**config.mk**
```make
export PLATFORM = sky130hd
export DESIGN_NAME = bram_fifo_ctrl
export DESIGN_NICKNAME = d
export VERILOG_FILES = /design/src/rtl/bram_fifo_ctrl.sv
export SDC_FILE = /design/constraint.sdc
export NUM_CORES = 1
export LEC_CHECK = 0
export ABC_AREA = 1
export BUFFER_PORTS_ARGS = -buffer_cell sky130_fd_sc_hd__buf_2
export CELL_PAD_IN_SITES_DETAIL_PLACEMENT = 0
export CELL_PAD_IN_SITES_GLOBAL_PLACEMENT = 1
export CORE_MARGIN = 2
export CORE_UTILIZATION = 35
export CTS_CLUSTER_SIZE = 14
export DETAILED_ROUTE_END_ITERATION = 10
export GPL_TIMING_DRIVEN = 0
export PLACE_DENSITY = 0.79
export SLEW_MARGIN = 20
export SYNTH_ARGS = -nofsm -noshare
export SYNTH_HDL_FRONTEND = slang
export SYNTH_SLANG_ARGS = --single-unit
```
**constraint.sdc**
```tcl
create_clock -name clk -period 3.9 [get_ports clk]
set_input_delay 0 -clock clk [delete_from_list [all_inputs] [get_ports clk]]
set_output_delay 0 -clock clk [all_outputs]
set_load 0.03 [all_outputs]
```
**src/rtl/bram_fifo_ctrl.sv**
```systemverilog
// FIFO controller for an external simple-dual-port BRAM (1-cycle read latency) with a
// 2-entry prefetch buffer giving first-word-fall-through output. Optional: BRAM_FIFO_ERR_EN.
module bram_fifo_ctrl #(
    parameter  int RAM_WIDTH = 64,
    parameter  int RAM_DEPTH = 512,
    localparam int AW = $clog2(RAM_DEPTH),
    localparam int CW = $clog2(RAM_DEPTH + 3)
) (
    input  logic                 clk,
    input  logic                 rst_n,
    input  logic                 s_valid,
    output logic                 s_ready,
    input  logic [RAM_WIDTH-1:0] s_data,
    output logic                 m_valid,
    input  logic                 m_ready,
    output logic [RAM_WIDTH-1:0] m_data,
    output logic                 bram_wr_en,
    output logic [AW-1:0]        bram_addra,
    output logic [RAM_WIDTH-1:0] bram_dina,
    output logic                 bram_rd_en,
    output logic [AW-1:0]        bram_addrb,
    input  logic [RAM_WIDTH-1:0] bram_doutb,
    output logic [CW-1:0]        count,
    output logic                 empty,
    output logic                 full
`ifdef BRAM_FIFO_ERR_EN
    ,
    output logic                 overflow_err,
    output logic                 underflow_err,
    input  logic                 err_clr
`endif
);

    localparam logic [AW-1:0] LAST_ADDR = AW'(RAM_DEPTH - 1);
    localparam logic [CW-1:0] DEPTH_CNT = CW'(RAM_DEPTH);

    logic [AW-1:0]        wr_ptr;
    logic [AW-1:0]        rd_ptr;
    logic [CW-1:0]        ram_cnt;
    logic [CW-1:0]        ram_cnt_nxt;
    logic                 rd_inflight;
    logic [RAM_WIDTH-1:0] obuf [2];
    logic [1:0]           ob_cnt;
    logic [1:0]           ob_cnt_nxt;
    logic                 rst_done;
    logic                 accept;
    logic                 issue;
    logic                 pop;
    logic [2:0]           credit_used;
    logic [2:0]           credit_avail;

    // s_ready is held low until the first edge after reset release
    assign s_ready      = rst_done && (ram_cnt < DEPTH_CNT);
    assign accept       = s_valid && s_ready;
    assign pop          = m_valid && m_ready;
    assign m_valid      = (ob_cnt != 2'd0);
    assign m_data       = obuf[0];

    // Only issue a read if the output buffer will have room when the data lands
    assign credit_used  = {1'b0, ob_cnt} + {2'b00, rd_inflight};
    assign credit_avail = 3'd2 + {2'b00, pop};
    assign issue        = (ram_cnt != '0) && (credit_used < credit_avail);

    assign bram_wr_en   = accept;
    assign bram_addra   = wr_ptr;
    assign bram_dina    = s_data;
    assign bram_rd_en   = issue;
    assign bram_addrb   = rd_ptr;

    assign empty        = (count == '0);
    assign full         = (ram_cnt == DEPTH_CNT);

    always_comb begin
        ram_cnt_nxt = ram_cnt;
        ob_cnt_nxt  = ob_cnt;
        if (accept && !issue) begin
            ram_cnt_nxt = ram_cnt + CW'(1);
        end else if (!accept && issue) begin
            ram_cnt_nxt = ram_cnt - CW'(1);
        end
        if (rd_inflight && !pop) begin
            ob_cnt_nxt = ob_cnt + 2'd1;
        end else if (!rd_inflight && pop) begin
            ob_cnt_nxt = ob_cnt - 2'd1;
        end
    end

    always_ff @(posedge clk or negedge rst_n) begin
        if (!rst_n) begin
            rst_done    <= 1'b0;
            wr_ptr      <= '0;
            rd_ptr      <= '0;
            ram_cnt     <= '0;
            rd_inflight <= 1'b0;
            ob_cnt      <= 2'd0;
            count       <= '0;
        end else begin
            rst_done    <= 1'b1;
            if (accept) begin
                wr_ptr <= (wr_ptr == LAST_ADDR) ? '0 : wr_ptr + AW'(1);
            end
            if (issue) begin
                rd_ptr <= (rd_ptr == LAST_ADDR) ? '0 : rd_ptr + AW'(1);
            end
            ram_cnt     <= ram_cnt_nxt;
            rd_inflight <= issue;
            ob_cnt      <= ob_cnt_nxt;
            count       <= ram_cnt_nxt + CW'(issue) + CW'(ob_cnt_nxt);
        end
    end

    // obuf[0] is always the head; a simultaneous pop and capture shifts and refills
    always_ff @(posedge clk or negedge rst_n) begin
        if (!rst_n) begin
            obuf[0] <= '0;
            obuf[1] <= '0;
        end else begin
            case ({rd_inflight, pop})
                2'b10: begin
                    if (ob_cnt == 2'd0) begin
                        obuf[0] <= bram_doutb;
                    end else begin
                        obuf[1] <= bram_doutb;
                    end
                end
                2'b01: begin
                    obuf[0] <= obuf[1];
                end
                2'b11: begin
                    if (ob_cnt == 2'd2) begin
                        obuf[0] <= obuf[1];
                        obuf[1] <= bram_doutb;
                    end else begin
                        obuf[0] <= bram_doutb;
                    end
                end
                default: begin
                end
            endcase
        end
    end

`ifdef BRAM_FIFO_ERR_EN
    // Sticky flags; a new error event wins over a simultaneous clear
    always_ff @(posedge clk or negedge rst_n) begin
        if (!rst_n) begin
            overflow_err  <= 1'b0;
            underflow_err <= 1'b0;
        end else begin
            if (s_valid && !s_ready) begin
                overflow_err <= 1'b1;
            end else if (err_clr) begin
                overflow_err <= 1'b0;
            end
            if (m_ready && !m_valid) begin
                underflow_err <= 1'b1;
            end else if (err_clr) begin
                underflow_err <= 1'b0;
            end
        end
    end
`endif

endmodule
```
==> impl_metrics.toml <==
[place]
io_buffers = 229
place_area_um2 = 10760
dp_hpwl_um = 17530
gp_congestion = 0.8482

[routing]
vias_per_cell = 4.572
wl_um = 24100
drt_first_pass_iters = 5
drc_errors = 0
wl_met1_um = 10730
wl_met2_um = 12010
wl_met3_um = 1151
highest-signal-layer = "met4"
vias = 8047
wl_per_cell_um = 13.69
drtAntennaViolNets = 0
drt_iter0_markers = 309

[sta]
finalHoldViolCount = 0
slew_headroom_pct = 52.77
worst_pin_slew_ns = 0.7084
drv_slew = 0
finalSetupTns_ns = 0
rsz0062_at_grt = "false"
skew_ns = 0.01380
max_freq_ghz = 0.3036
hold_slack_ns = 0.03174
post-route-period-util_pct = 84.46
setup_viol = 0
fin_crit_ns = 3.294

[clocking]
cts_buffer_depth = 2
clock_sinks = 170
root_buffer = "clkbuf_16"
cts_tree = "yes"
h-tree-depth = 4
clk_pin_slew_ns = 0.08
cts_buffers = 17
clk_latency_ns = 0.43

[synthesis]
synth_seq_cells = 170
synth_top_cell_area_share_pct = 46.58
synth_top_cells_by_area = "dfrtp_1 (47%), nand2_1 (11%), buf_4 (11%)"
ys_types = 40
ys_seq_area_share_pct = 46.58
synth_nets = 1242
yosysWarnings = 0
synth_top_cell_by_area = "dfrtp_1"
syn_area_per_cell_um2 = 8.326
syn_area_um2 = 9134
netlist_instances = 1097

[power]
totalPowerFinal_mw = 10.62
p_leak_nw = 6.377
max-vdd-ir-drop_mv = 0.6007
power_density_nw_per_um2 = 883.2

[final_layout]
drive_above_1_share_pct = 30.04
n_antenna_cell = 0
final_area_um2 = 12020
num-fill-cells = 2598
final-seq-area_um2 = 4254
nets = 1557
multi_input_area_um2 = 3268
area_growth_pct = 31.63

[floorplanning]
die_h_um = 165.5
die_w_um = 165.5
rows = 59
die_area_um2 = 27410
core_um2 = 25840
io_pins = 294
start_util_pct = 35.35

[critical_path]
max_stage_delay_ns = 0.45
cp-end-kind = "flop"
cp.arrival_ns = 3.61
cp_max_fo = 10
cp-startpoint = "ram_cnt[0]"
r2r-start = "ram_cnt[0]"
critPathKind = "flop to flop"
startpoint_type = "flop"
crit_slowest_cell = "dfrtp_1"
cp.required_ns = 4.21
path_cells = "inv_1 -> ha_1 -> nand2_2 -> nor2_4 -> nand3_4 -> nand2_4 -> nand2_4 -> buf_6 -> nand2_1 -> xor2_1 -> fa_1 -> inv_1 -> fa_1 -> inv_1 -> nand2_1 -> o21ai_1 -> nand2_1"

[grt]
track_usage_pct = 17.80
grt_pass1_vias = 7646
grt_max_degree = 77
grt_overflow = 0
antenna_found_initial = 0
grt_pass1_wl_um = 38520

[job]
maxCapViolations = 0

[worst_hold_path]
hold_path_class = "input port to async pin"

[run_status]
status = "complete, no violations"
## kinds of logic after synthesis
logic type / after synthesis / share of synthesized area, %
DFF: 170 / 46.58
buffers and inverters: 296 / 17.64
AOI/OAI and AO/OA: 167 / 11.56
xor gates and xnor gates: 14 / 1.342
and+or+nand+nor: 436 / 20.89
adders and majority gates: 13 / 1.945
other: 1 / 0.04106
## cells in the final DEF (no fill, tap or decap), types with 17 or more instances in the layout
cell type,instances
buf_2,229
buf_4,129
clkbuf_1,47
clkbuf_16,17
dfrtp_1,170
dlygate4sd3_1,65
inv_1,107
nand2_1,277
nand3_1,77
nor2_1,35
o211ai_1,65
o21ai_0,76
## critical path: cells and delay by family, from the launching register on
kind	cells	cell delay [ns]
flops	1	0.45
compound gates	1	0.14
xor+xnor	1	0.24
buf+inv	4	0.51
simple gates	8	0.85
fa+ha+maj	3	0.99
## synth_stat cells (all sizes together)
cell type	n
buf	133
nor3	9
o21ai	80
nand2	284
ha	11
o211ai	65
nor3b	6
xnor2	1
o21bai	1
o21a	1
nand4	11
fa	2
xor2	13
nor2	40
o31ai	1
a221oi	1
conb	1
clkbuf	47
a21oi	16
o22ai	2
nor4	6
nand3	80
dfrtp	170
inv	116
## state kept, by name, indices dropped and copies added (netlist names)
register     flops
m_data          64
obuf            64
count           10
ram_cnt         10
bram_addra       9
bram_addrb       9
ob_cnt           2
rd_inflight      1
rst_done         1
## power by group
part	leakage [nW]	switching (mW)	total, mW	internal, mW
clock	0.294	0.840	1.73	0.891
combinational	4.04	3.71	5.73	2.01
sequential	2.04	0.520	3.16	2.64
total	6.38	5.07	10.6	5.55
## per-stage QoR
step	utilization, %	cells	setup WS (ns)
after floorplan	-	1097	0.9081
after global placement	41.41	1661	-0.03323
after detailed placement	41.66	1663	0.5654
after CTS	46.53	1760	0.5551
after global routing	46.53	1760	0.3149
final	46.53	1760	0.6062
## final cells by class
| class | instances | area share (%) |
|---|---|---|
| well taps | 335 | 3.486 |
| inverters | 116 | 3.622 |
| multi-input cells | 631 | 27.18 |
| flip-flops and latches | 170 | 35.38 |
| repair buffers | 296 | 15.49 |
| clock buffers | 18 | 3.653 |
| plain buffers | 180 | 9.782 |
| clock inverters | 14 | 1.405 |
## layer usage
| metal | up-vias | GRT usage [%] |
|---|---|---|
| met5 | - | 0 |
| met4 | 0 | 3.566 |
| met3 | 17 | 3.272 |
| met2 | 192 | 30.44 |
| met1 | 3781 | 23.67 |
| li1 | 4057 | - |
## worst paths after layout
path                            endpoint  slack [ns]  depth (start not counted)
setup / recovery                count[8]        0.61                         17
hold / removal                m_data[33]        0.03                          2
setup reg to reg                count[8]        0.61                         17
hold reg to reg                 obuf[56]        0.49                          2
max in group asynchronous     ram_cnt[4]        3.14                          3
min in group clk           bram_addra[0]        0.09                          4
## timing repair
item                                   in CTS  in global routing
endpoints found under the hold margin     298                  0
setup buffers                               0                  0
gates resized for setup                     0                  0
hold buffers                               65                  0
No activity file was read; power rests on OpenSTA's default activity.
